File: config.mk
export PLATFORM = sky130hd
export DESIGN_NAME = mc_control
export DESIGN_NICKNAME = d
export VERILOG_FILES = /design/src/rtl/AluCtrlSig_pkg.sv /design/src/rtl/mc_control_timer.sv /design/src/rtl/mc_control.sv
export SDC_FILE = /design/constraint.sdc
export NUM_CORES = 1
export LEC_CHECK = 0
export BUFFER_PORTS_ARGS = -buffer_cell sky130_fd_sc_hd__buf_2
export CAP_MARGIN = 20
export CORE_UTILIZATION = 35
export CTS_CLUSTER_SIZE = 25
export DETAILED_ROUTE_END_ITERATION = 12
export SLEW_MARGIN = 20
export SYNTH_ARGS = -nofsm -noshare
export SYNTH_HDL_FRONTEND = slang
export SYNTH_HIERARCHICAL = 1
export SYNTH_SLANG_ARGS = --single-unit
File: constraint.sdc
create_clock -name clk -period 4.8 [get_ports clk]
set_clock_uncertainty 0.1 [all_clocks]
set_input_delay 0.24 -clock clk [delete_from_list [all_inputs] [get_ports clk]]
set_output_delay 0.24 -clock clk [all_outputs]
set_load 0.02 [all_outputs]
File: src/rtl/AluCtrlSig_pkg.sv
// Shared control-signal definitions for the MIPS core: opcodes, mux-select
// encodings and the multi-cycle controller state type.
package AluCtrlSig_pkg;

  localparam logic [5:0] ADD_op  = 6'b000000;
  localparam logic [5:0] J_op    = 6'b000010;
  localparam logic [5:0] BEQ_op  = 6'b000100;
  localparam logic [5:0] BNE_op  = 6'b000101;
  localparam logic [5:0] ADDI_op = 6'b001000;
  localparam logic [5:0] LW_op   = 6'b100011;
  localparam logic [5:0] SW_op   = 6'b101011;

  localparam logic [1:0] ALUSRCB_RT    = 2'b00;
  localparam logic [1:0] ALUSRCB_FOUR  = 2'b01;
  localparam logic [1:0] ALUSRCB_IMM   = 2'b10;
  localparam logic [1:0] ALUSRCB_IMMSH = 2'b11;

  localparam logic [1:0] PCSRC_ALU    = 2'b00;
  localparam logic [1:0] PCSRC_ALUOUT = 2'b01;
  localparam logic [1:0] PCSRC_JUMP   = 2'b10;

  localparam logic [1:0] ALUOP_ADD   = 2'b00;
  localparam logic [1:0] ALUOP_SUB   = 2'b01;
  localparam logic [1:0] ALUOP_FUNCT = 2'b10;

  typedef enum logic [3:0] {
    IDLE      = 4'd0,
    FETCH     = 4'd1,
    DECODE    = 4'd2,
    MEM_ADDR  = 4'd3,
    MEM_READ  = 4'd4,
    MEM_WB    = 4'd5,
    MEM_WRITE = 4'd6,
    EXEC_R    = 4'd7,
    R_WB      = 4'd8,
    EXEC_I    = 4'd9,
    I_WB      = 4'd10,
    BRANCH    = 4'd11,
    JUMP      = 4'd12,
    TRAP      = 4'd13
  } mc_state_t;

endpackage

File: src/rtl/mc_control_timer.sv
// Counts consecutive wait cycles in a memory state; expire_o flags the last
// permitted wait cycle so the controller can trap on it.
module mem_wait_timer #(
  parameter int MEM_TIMEOUT = 15
) (
  input  logic clk_i,
  input  logic rst_ni,
  input  logic clear_i,
  input  logic enable_i,
  output logic expire_o
);

  localparam int W = $clog2(MEM_TIMEOUT + 1);
  localparam logic [W-1:0] LIMIT = W'(MEM_TIMEOUT - 1);

  logic [W-1:0] count_q, count_d;

  always_comb begin
    count_d = count_q;
    if (clear_i) begin
      count_d = '0;
    end else if (enable_i) begin
      count_d = count_q + W'(1);
    end
  end

  always_ff @(posedge clk_i or negedge rst_ni) begin
    if (!rst_ni) begin
      count_q <= '0;
    end else begin
      count_q <= count_d;
    end
  end

  assign expire_o = (count_q == LIMIT);

endmodule

File: src/rtl/mc_control.sv
// Multi-cycle MIPS controller: sequences fetch/decode/execute/memory/writeback,
// handles memory wait with timeout, pipeline stall and sticky trap flags.
module mc_control
  import AluCtrlSig_pkg::*;
#(
  parameter int MEM_TIMEOUT = 15,
  parameter bit TIMEOUT_EN  = 1'b1,
  parameter bit BNE_EN      = 1'b1,
  parameter bit J_EN        = 1'b1
) (
  input  logic       clk,
  input  logic       rst_n,
  input  logic [5:0] opcode,
  input  logic       mem_ready,
  input  logic       stall,
  output logic       pc_write,
  output logic       pc_write_cond_eq,
  output logic       pc_write_cond_ne,
  output logic       iord,
  output logic       mem_read,
  output logic       mem_write,
  output logic       ir_write,
  output logic       mem_to_reg,
  output logic       reg_dst,
  output logic       reg_write,
  output logic       alu_src_a,
  output logic [1:0] alu_src_b,
  output logic [1:0] aluop,
  output logic [1:0] pc_src,
  output logic       illegal_op,
  output logic       bus_err,
  output logic [3:0] state_o
);

  mc_state_t  state_q, state_d;
  logic [5:0] opcode_q, opcode_d;
  logic       illegalOp_q, illegalOp_d;
  logic       busErr_q, busErr_d;

  logic hold, done, waitState, timerEn, timerClear, timerExpire, timeout;

  // Stall freezes every active state; IDLE and TRAP ignore it.
  assign hold       = stall && (state_q != IDLE) && (state_q != TRAP);
  assign done       = mem_ready && !stall;
  assign waitState  = (state_q == FETCH) || (state_q == MEM_READ) || (state_q == MEM_WRITE);
  assign timerEn    = waitState && !mem_ready && !stall;
  assign timeout    = TIMEOUT_EN && timerEn && timerExpire;
  assign timerClear = (state_d != state_q);

  mem_wait_timer #(
    .MEM_TIMEOUT(MEM_TIMEOUT)
  ) u_timer (
    .clk_i   (clk),
    .rst_ni  (rst_n),
    .clear_i (timerClear),
    .enable_i(timerEn),
    .expire_o(timerExpire)
  );

  always_comb begin
    state_d          = state_q;
    opcode_d         = opcode_q;
    illegalOp_d      = illegalOp_q;
    busErr_d         = busErr_q;
    pc_write         = 1'b0;
    pc_write_cond_eq = 1'b0;
    pc_write_cond_ne = 1'b0;
    iord             = 1'b0;
    mem_read         = 1'b0;
    mem_write        = 1'b0;
    ir_write         = 1'b0;
    mem_to_reg       = 1'b0;
    reg_dst          = 1'b0;
    reg_write        = 1'b0;
    alu_src_a        = 1'b0;
    alu_src_b        = ALUSRCB_RT;
    aluop            = ALUOP_ADD;
    pc_src           = PCSRC_ALU;

    case (state_q)
      IDLE: state_d = FETCH;
      FETCH: begin
        mem_read  = 1'b1;
        alu_src_b = ALUSRCB_FOUR;
        ir_write  = done;
        pc_write  = done;
        if (done) begin
          state_d = DECODE;
        end else if (timeout) begin
          state_d  = TRAP;
          busErr_d = 1'b1;
        end
      end
      DECODE: begin
        alu_src_b = ALUSRCB_IMMSH;
        opcode_d  = opcode;
        if (opcode == LW_op || opcode == SW_op) begin
          state_d = MEM_ADDR;
        end else if (opcode == ADD_op) begin
          state_d = EXEC_R;
        end else if (opcode == ADDI_op) begin
          state_d = EXEC_I;
        end else if (opcode == BEQ_op || (BNE_EN && opcode == BNE_op)) begin
          state_d = BRANCH;
        end else if (J_EN && opcode == J_op) begin
          state_d = JUMP;
        end else begin
          state_d     = TRAP;
          illegalOp_d = 1'b1;
        end
      end
      MEM_ADDR: begin
        alu_src_a = 1'b1;
        alu_src_b = ALUSRCB_IMM;
        state_d   = (opcode_q == SW_op) ? MEM_WRITE : MEM_READ;
      end
      MEM_READ: begin
        mem_read = 1'b1;
        iord     = 1'b1;
        if (done) begin
          state_d = MEM_WB;
        end else if (timeout) begin
          state_d  = TRAP;
          busErr_d = 1'b1;
        end
      end
      MEM_WB: begin
        reg_write  = 1'b1;
        mem_to_reg = 1'b1;
        state_d    = FETCH;
      end
      MEM_WRITE: begin
        mem_write = 1'b1;
        iord      = 1'b1;
        if (done) begin
          state_d = FETCH;
        end else if (timeout) begin
          state_d  = TRAP;
          busErr_d = 1'b1;
        end
      end
      EXEC_R: begin
        alu_src_a = 1'b1;
        aluop     = ALUOP_FUNCT;
        state_d   = R_WB;
      end
      R_WB: begin
        reg_write = 1'b1;
        reg_dst   = 1'b1;
        state_d   = FETCH;
      end
      EXEC_I: begin
        alu_src_a = 1'b1;
        alu_src_b = ALUSRCB_IMM;
        state_d   = I_WB;
      end
      I_WB: begin
        reg_write = 1'b1;
        state_d   = FETCH;
      end
      BRANCH: begin
        alu_src_a        = 1'b1;
        aluop            = ALUOP_SUB;
        pc_src           = PCSRC_ALUOUT;
        pc_write_cond_eq = (opcode_q == BEQ_op);
        pc_write_cond_ne = (opcode_q != BEQ_op);
        state_d          = FETCH;
      end
      JUMP: begin
        pc_write = 1'b1;
        pc_src   = PCSRC_JUMP;
        state_d  = FETCH;
      end
      TRAP: state_d = TRAP;
      default: state_d = IDLE;
    endcase

    // Request levels and selects persist under stall; only strobes are killed.
    if (hold) begin
      state_d          = state_q;
      opcode_d         = opcode_q;
      illegalOp_d      = illegalOp_q;
      busErr_d         = busErr_q;
      pc_write         = 1'b0;
      pc_write_cond_eq = 1'b0;
      pc_write_cond_ne = 1'b0;
      ir_write         = 1'b0;
      reg_write        = 1'b0;
    end
  end

  always_ff @(posedge clk or negedge rst_n) begin
    if (!rst_n) begin
      state_q     <= IDLE;
      opcode_q    <= '0;
      illegalOp_q <= 1'b0;
      busErr_q    <= 1'b0;
    end else begin
      state_q     <= state_d;
      opcode_q    <= opcode_d;
      illegalOp_q <= illegalOp_d;
      busErr_q    <= busErr_d;
    end
  end

  assign illegal_op = illegalOp_q;
  assign bus_err    = busErr_q;
  assign state_o    = state_q;

endmodule

== Word level (Yosys, flattened, before mapping) ==
Index checks and enable logic that the tools add are counted.

* Equal/unequal tests: 25
* $add $sub $neg: 1
* Multiplexer cells: 33
* Bitwise operators: 7
* Reduce and logical (&&, ||, !) cells: 26

{| class="wikitable"
|+ Operators with widths
! kind !! count
|-
| $mux W4 || 9
|-
| $pmux W4 S9 || 1
|-
| $eq A4 B4 Y1 const B || 7
|-
| $eq A6 B3 Y1 const B || 3
|-
| $eq A6 B6 Y1 const B || 3
|-
| $eq A4 B3 Y1 const B || 4
|-
| $mux W1 || 16
|-
| $eq A4 B2 Y1 const B || 2
|-
| $pmux W2 S2 || 2
|-
| $not A1 Y1 || 7
|-
| $reduce_and A7 Y1 || 1
|-
| $eq A6 B2 Y1 const B || 1
|-
| $eq A6 B4 Y1 const B || 1
|-
| $logic_and A1 B1 Y1 || 6
|-
| $logic_not A6 Y1 || 1
|-
| $mux W3 || 2
|-
| $ne A6 B3 Y1 const B || 1
|-
| $pmux W2 S3 || 1
|-
| $reduce_or A2 Y1 || 3
|-
| $reduce_or A3 Y1 || 2
|-
| $reduce_or A6 Y1 || 1
|-
| $add A4 B1 Y4 const B || 1
|-
| $eq A4 B1 Y1 const B || 1
|-
| $logic_not A4 Y1 || 1
|-
| other kinds (11) || 15
|}

* Register bits: 16
* Input port bits: 10

== Depth between registers and ports, before layout ==
Gate-level depths: netlist of run 1.

* Word-level depth: 12
* Gate-level depth with buffers: 10
* Depth with buffers taken out: 10

== By module ==
The synthesis of run 1 kept the hierarchy.

{| class="wikitable"
|+ By module, submodules not included
! module !! instances !! cells each !! area an instance (um2) !! sequential area each (um2)
|-
| mc_control || 1 || 159 || 1,237.4 || 300.3
|-
| mem_wait_timer || 1 || 20 || 220.2 || 100.1
|}

== Least setup slack after synthesis of run 1 ==
Ideal clock, no wire load.

* Path type: reg-to-reg
* Start: register state_q[1], in the netlist state_o[1]
* End: register u_timer.count_q[3]
* Cell stages (with the launch flop): 10
* Setup slack: 2.446 ns
* Data arrival time: 2.129 ns
* Data required time: 4.575 ns
* Period minus slack after synthesis: 2.354 ns
* Setup time: 0.125 ns
* Cell sequence: dfrtp_1 > buf_4 > nor3b_2 > o211ai_1 > a221oi_1 > a221oi_1 > o32ai_1 > a211o_1 > nor2_1 > mux2_4

* Cells in the longest elaborated chain, start to end: 12
* Elaborated cells on any way between the ends: 33

{| class="wikitable"
|+ RTL lines
! what !! line !! source
|-
| start, declared || mc_control.sv:35 || <nowiki>mc_state_t state_q, state_d;</nowiki>
|-
| start signal, assigned || mc_control.sv:199 || <nowiki>state_q <= state_d;</nowiki>
|-
| $eq A4 B1 Y1 or $eq A4 B3 Y1 (tied branches) || mc_control.sv:45, mc_control.sv:80 ||
|-
| $logic_or A1 B1 Y1 (2 in a row) || mc_control.sv:45 || <nowiki>assign waitState = (state_q == FETCH) || (state_q == MEM_READ) || (state_q == MEM_WRITE);</nowiki>
|-
| $logic_and A1 B1 Y1 (2 in a row) || mc_control.sv:46 || <nowiki>assign timerEn = waitState && !mem_ready && !stall;</nowiki>
|-
| $logic_and A1 B1 Y1 || mc_control.sv:47 || <nowiki>assign timeout = TIMEOUT_EN && timerEn && timerExpire;</nowiki>
|-
| $mux W4 || mc_control.sv:89, mc_control.sv:122, mc_control.sv:137 ||
|-
| $mux W4 (on tied branches) || mc_control.sv:135, mc_control.sv:87, mc_control.sv:120 ||
|-
| $pmux W4 S9 || mc_control.sv:80 || <nowiki>case (state_q)</nowiki>
|-
| $mux W4 || mc_control.sv:179 || <nowiki>if (hold) begin</nowiki>
|-
| $ne A4 B4 Y1 (*) || mc_control.sv:48 || <nowiki>assign timerClear = (state_d != state_q);</nowiki>
|-
| via timerClear || mc_control.sv:40 || <nowiki>logic hold, done, waitState, timerEn, timerClear, timerExpire, timeout;</nowiki>
|-
| $mux W4 or $reduce_bool A2 Y1 (tied branches) || n/a ||
|-
| end signal, assigned || mc_control_timer.sv:31 || <nowiki>count_q <= count_d;</nowiki>
|-
| end, declared || mc_control_timer.sv:16 || <nowiki>logic [W-1:0] count_q, count_d;</nowiki>
|}

The timed path passes the listed nets; every way through them passes the cells marked *.
A chain may end at the register's enable or synchronous reset.

== Final worst setup path of run 1 ==
* Start: register state_q[0], in the netlist state_o[0]
* End: register u_timer.count_q[3]

The elaborated chain is that of the path after synthesis.

==> results_dict.tcl, run 1 <==
set metrics [dict create \
    status "finished, final reports clean" \
    p_comb_share_pct 55.7 \
    relSlewSlack_pct 43.1 \
    die_area_um2 4430 \
    grt_setup_unrepaired "no" \
    slowest_stage "dfrtp_1" \
    fin_setup_tns_ns 0 \
    core-area_um2 4000 \
    wl_um 3600 \
    met3_usage_pct 3.42 \
    cts.sinks 16 \
    p_clk_share_pct 12.6 \
    dp_hpwl_um 2570 \
    fin_crit_sh_pct 60.4 \
    synth-seq-area-share_pct 27.5 \
    fin_cells 251 \
    grt.busiest_layer "met2" \
    async_flop_share_pct 100 \
    max_freq_mhz 345 \
    antenna_found_initial 0 \
    total_power_mw 0.963 \
    pin_count 33 \
    arrival_ns 2.93 \
    crit_path_end_kind "register" \
    cap_viol_max_count 0 \
    ys.flop_type "dfrtp_1" \
    cts_setup_buffers 0 \
    use_met2_pct 25.8 \
    drtAntennaViolNets 0 \
    yosys_warnings 6 \
    drc 0 \
    synth_top_area_share_pct 27.5 \
    grt_usage_pct 17.8 \
    worst_slew_pin_slew_ns 0.853 \
    htreeDepth 1 \
    grt_pass1_wl_um 5930 \
    clk_path_buf_depth 2 \
    placed_cells 246 \
    cp_max_fo 20 \
    net-switching-power_mw 0.477 \
    required_ns 4.84 \
    swShare_pct 49.5 \
    p_per_area_nw_per_um2 587 \
    finalSetupViolCount 0 \
    path_cells "nor3b_2 -> o211ai_1 -> a221oi_1 -> a221oi_1 -> o32ai_1 -> a211o_1 -> nor2_1 -> mux2_4" \
    fp.dieH_um 66.5 \
    numPortBuffers 32 \
    vias_per_cell 5.58 \
    root_buffer "clkbuf_8" \
    ctsResizeCount 0 \
    holdWs_ns 0.191 \
    path_clk_slew_ns 0.07 \
    grt_start_max_net_pins 31 \
    crit_top_cell "a221oi_1" \
    grtUsageMet1_pct 25.7 \
    wl_per_cell_um 14.4 \
    routabilityCongestion 0.852 \
    fin_nets 214 \
    initial_core_util_pct 36.4 \
    n_antenna_cell 0 \
    grt_overflow 0 \
    ir_worst_vdd_v 0.000284 \
    internal_power_mw 0.486 \
    hold_viol_final 0 \
    synth-seq-cells 16 \
    drive_above_1_share_pct 26.9 \
    rows 23 \
    placed_cell_area_um2 1580 \
    fp.dieW_um 66.5 \
    syn-cell-area_um2 1460 \
    first_global_vias 1187 \
    syn2layout_area_growth_pct 12.6 \
    synthTopCellsByCount "a21oi_1, dfrtp_1, nor2_1, nand2b_1" \
    cts_buffers 3 \
    ys_types 54 \
    syn_nets 191 \
    avgSynthCellArea_um2 8.14 \
    crit_type "register to register" \
    synthTopCellsByArea "dfrtp_1, a21oi_1, mux2_2" \
    yosys.area.top_type "dfrtp_1" \
    synth_edf_count 0 \
    drv_slew 0 \
    cp-start-kind "register" \
    drt_first_pass_iters 5 \
    vias 1401 \
    seq_power_share_pct 31.8 \
    fin_area_um2 1640 \
    min_path_type "input port to register" \
    clkLatencyLatePin_ns 0.25 \
    drt_iter0_markers 155 \
    slowest_delay_ns 0.78 \
    min_period_ns 2.90 \
    leakage_nw 0.734 \
    cts_tree "built" \
    synthCells 179 \
]
==> layout by cell type (no fill, tap or decap), types with 3 or more instances in the layout <==
master,count
o21ai_0,7
nand2_1,9
dfrtp_1,16
inv_1,4
and3_1,3
o21ai_1,3
mux2_2,6
xnor2_1,3
a21oi_1,16
buf_2,32
clkbuf_8,4
nor2b_1,6
nand2b_1,10
nand3_1,4
nor2_1,16
nor4b_1,3
nor3_1,9
==> cell type report <==
class,instances,area (µm²)
well taps,50,62.6
fillers,418,2360
clock buffers,4,55.1
repair buffers,33,170
flip-flops and latches,16,400
multi-input cells,143,935
inverters,5,18.8
==> critical path, delay by kind of cell (launching register included) <==
kind             cells  cell delay (ns)
flip-flops           1             0.78
AND/OR/NAND/NOR      2             0.48
AO/OA/AOI/OAI        5             1.17
multiplexers         1             0.26
==> per-stage QoR <==
stage	setup slack, ns	utilization, %
final	1.90	41.0
after global routing	1.71	41.0
after CTS	1.91	41.0
after detailed placement	1.92	39.4
after global placement	1.93	39.4
after floorplan	2.45	-
==> per-layer routing <==
metal | part of all wire [%] | wire [µm]
met2 | 44 | 1600
met4 | 1.9 | 70
met5 | 0 | 0
met1 | 49 | 1760
met3 | 4.9 | 177
==> kinds of logic (layout without fill, tap and decap cells) <==
logic type,count (synthesis),count (layout),share of synthesized area (%)
buffers and inverters,20,42,8.41
and+or+nand+nor,81,81,32.2
AOI/OAI and AO/OA,50,50,22.7
xor gates and xnor gates,3,3,1.80
adders and majority gates,2,2,1.72
DFF,16,16,27.5
muxes,7,7,5.66
==> worst paths after layout <==
check / from / endpoint / slack (ns) / cells after the start
max in group asynchronous: rst_n / u_timer/count_q[2]$_DFFE_PN0P_ / 3.96 / 2
worst min-delay path: opcode[4] / opcode_q[4]$_DFFE_PN0P_ / 0.19 / 2
min in group asynchronous: rst_n / state_o[3]$_DFF_PN0_ / 0.36 / 2
worst max register to register: state_o[0]$_DFF_PN0_ / u_timer/count_q[3]$_DFFE_PN0P_ / 1.90 / 8
worst max-delay path: state_o[0]$_DFF_PN0_ / u_timer/count_q[3]$_DFFE_PN0P_ / 1.90 / 8
worst min register to register: bus_err$_DFFE_PN0P_ / bus_err$_DFFE_PN0P_ / 0.36 / 1
==> power groups by stage <==
stage	registers (mW)	clock network (mW)	logic (mW)
2_1_floorplan	0.239	0	0.494
3_3_place_gp	0.304	0	0.534
3_5_place_dp	0.305	0	0.534
4_1_cts	0.303	0.127	0.538
5_1_grt	0.322	0.132	0.600
6_report	0.306	0.121	0.536
==> what timing repair did <==
item	in CTS	in global routing
hold buffers	1	0
hold endpoints to repair	16	0
endpoints found under the setup margin	0	0
==> flip-flops by register name (all words and copies together), names as in the netlist <==
register	cells
state_o	4
u_timer/count_q	4
bus_err	1
illegal_op	1
opcode_q	6
Power figures use the tool's default switching activity.
==> run 2: changes to the inputs <==
==> constraint.sdc (replaced) <==
create_clock -name clk -period 3 [get_ports clk]
set_clock_uncertainty 0.1 [all_clocks]
set_input_delay 0.15 -clock clk [delete_from_list [all_inputs] [get_ports clk]]
set_output_delay 0.15 -clock clk [all_outputs]
set_load 0.02 [all_outputs]
==> run 2 against run 1 <==
Largest cell class unchanged. Worst setup slack got worse by 1.6 ns. Critical endpoint unchanged. Hold slack got worse by 0.082 ns. Flip-flop and latch count did not move. First-iteration DRC count fell by 35%. Largest power group unchanged. Design area rose by 2.3%.
==> results_dict.tcl, run 2 (synthesized netlist as in run 1, its figures left out) <==
set metrics [dict create \
    status "finished, final reports clean" \
    min_path_cells 2 \
    antenna_found_initial 0 \
    vias 1406 \
    drtAntennaViolNets 0 \
    nFillCells 427 \
    leakage_nw 0.760 \
    grt_setup_unrepaired "no" \
    fin_nets 219 \
    wl_um 3620 \
    p_per_area_nw_per_um2 946 \
    clkLatencyLatePin_ns 0.25 \
    rows 23 \
    crit_type "register to register" \
    initial_core_util_pct 36.4 \
    hold_viol_final 0 \
    ir_worst_vdd_v 0.000513 \
    multi_input_area_um2 935 \
    holdWs_ns 0.109 \
    n_antenna_cell 0 \
    min_period_ns 2.72 \
    die_area_um2 4430 \
    final_common_cell "buf_2" \
    cp_max_fo 22 \
    crit_path_end_kind "register" \
    min_path_type "input port to register" \
    required_ns 3.03 \
    wl_per_cell_um 14.2 \
    grt_overflow 0 \
    numPortBuffers 32 \
    root_buffer "clkbuf_8" \
    syn2layout_area_growth_pct 15.2 \
    largest-register "opcode_q" \
    cts_buffers 3 \
    hold_start "opcode[4]" \
    routabilityCongestion 0.869 \
    cts.sinks 16 \
    max_freq_mhz 367 \
    fin_setup_tns_ns 0 \
    layout_common_cells "buf_2, nor2_1, a21oi_1, dfrtp_1, nand2b_1" \
    htreeDepth 1 \
    cp-start-kind "register" \
    drt_first_pass_iters 4 \
    grt_usage_pct 18.0 \
    fin_area_um2 1680 \
    grt_start_max_net_pins 23 \
    drc 0 \
    pin_count 33 \
    fp.dieW_um 66.5 \
    cts_tree "built" \
    rr_startpoint "state_o[2]$_DFF_PN0_" \
    seq_area_um2 400 \
    drv_slew 0 \
    total_power_mw 1.59 \
    drt_iter0_markers 100 \
    startpoint "state_o[2]$_DFF_PN0_" \
    first_global_vias 1257 \
    vias_per_cell 5.49 \
    grt_pass1_wl_um 6120 \
    path_clk_slew_ns 0.07 \
    cap_viol_max_count 0 \
    r2r_cells 8 \
    ctsResizeCount 0 \
    clk_path_buf_depth 2 \
    arrival_ns 2.75 \
    relSlewSlack_pct 53.4 \
    placed_cell_area_um2 1610 \
    core-area_um2 4000 \
    largest_reg_flops 6 \
    finalSetupViolCount 0 \
    dp_hpwl_um 2700 \
    fp.dieH_um 66.5 \
    drive_above_1_share_pct 28.6 \
    worst_slew_pin_slew_ns 0.699 \
    fin_crit_sh_pct 90.7 \
]
run 2: cell count changes in the layout (fill, tap and decap cells not counted), sizes merged:
cell  before  now
buf       32   37
run 2: stage by stage:
stage	instances	utilization (%)	setup slack, ns
after floorplan	179	-	0.646
after global placement	251	40.4	0.337
after detailed placement	251	40.4	0.272
after CTS	256	42.0	0.274
after global routing	256	42.0	0.0338
final	256	42.0	0.279
run 2: critical path, stage by stage, from the launching register on:
cell      delay (ns)
dfrtp_1         0.79
nor2b_4         0.32
o211ai_1        0.14
a221oi_1        0.27
a221oi_1        0.10
o32ai_1         0.31
a211o_1         0.23
nor2_1          0.07
mux2_4          0.26
run 2: layout make-up:
cell class / count / area share, %
inverter: 5 / 1.12
timing repair buffer: 38 / 12.4
sequential: 16 / 23.8
tap: 50 / 3.73
clock buffer: 4 / 3.28
multi-input combinational: 143 / 55.7
run 2: worst paths after layout:
path	slack, ns	endpoint
worst min register to register	0.36	bus_err$_DFFE_PN0P_
max in group asynchronous	2.24	state_o[1]$_DFF_PN0_
min in group asynchronous	0.27	state_o[3]$_DFF_PN0_
worst max register to register	0.28	u_timer/count_q[3]$_DFFE_PN0P_
worst min-delay path	0.11	opcode_q[4]$_DFFE_PN0P_
worst max-delay path	0.28	u_timer/count_q[3]$_DFFE_PN0P_
run 2: repair_timing:
item | in CTS | in global routing
hold buffers | 1 | 0
hold endpoints to repair | 16 | 0
setup buffers | 0 | 0
run 2: report_power, final:
| part | switching (mW) | total (mW) | internal, mW | leakage (nW) |
|---|---|---|---|---|
| clock | 0.0764 | 0.193 | 0.116 | 0.0288 |
| combinational | 0.547 | 0.952 | 0.405 | 0.527 |
| sequential | 0.153 | 0.444 | 0.291 | 0.204 |
run 2: routing by layer:
layer	vias up	GRT usage [%]	wire length [µm]	share of wire (%)
met5	-	0	0	0
met4	0	6.38	65	1.8
met3	6	3.60	181	5.0
met2	49	26.4	1610	44
met1	649	25.9	1770	49
li1	702	-	-	-
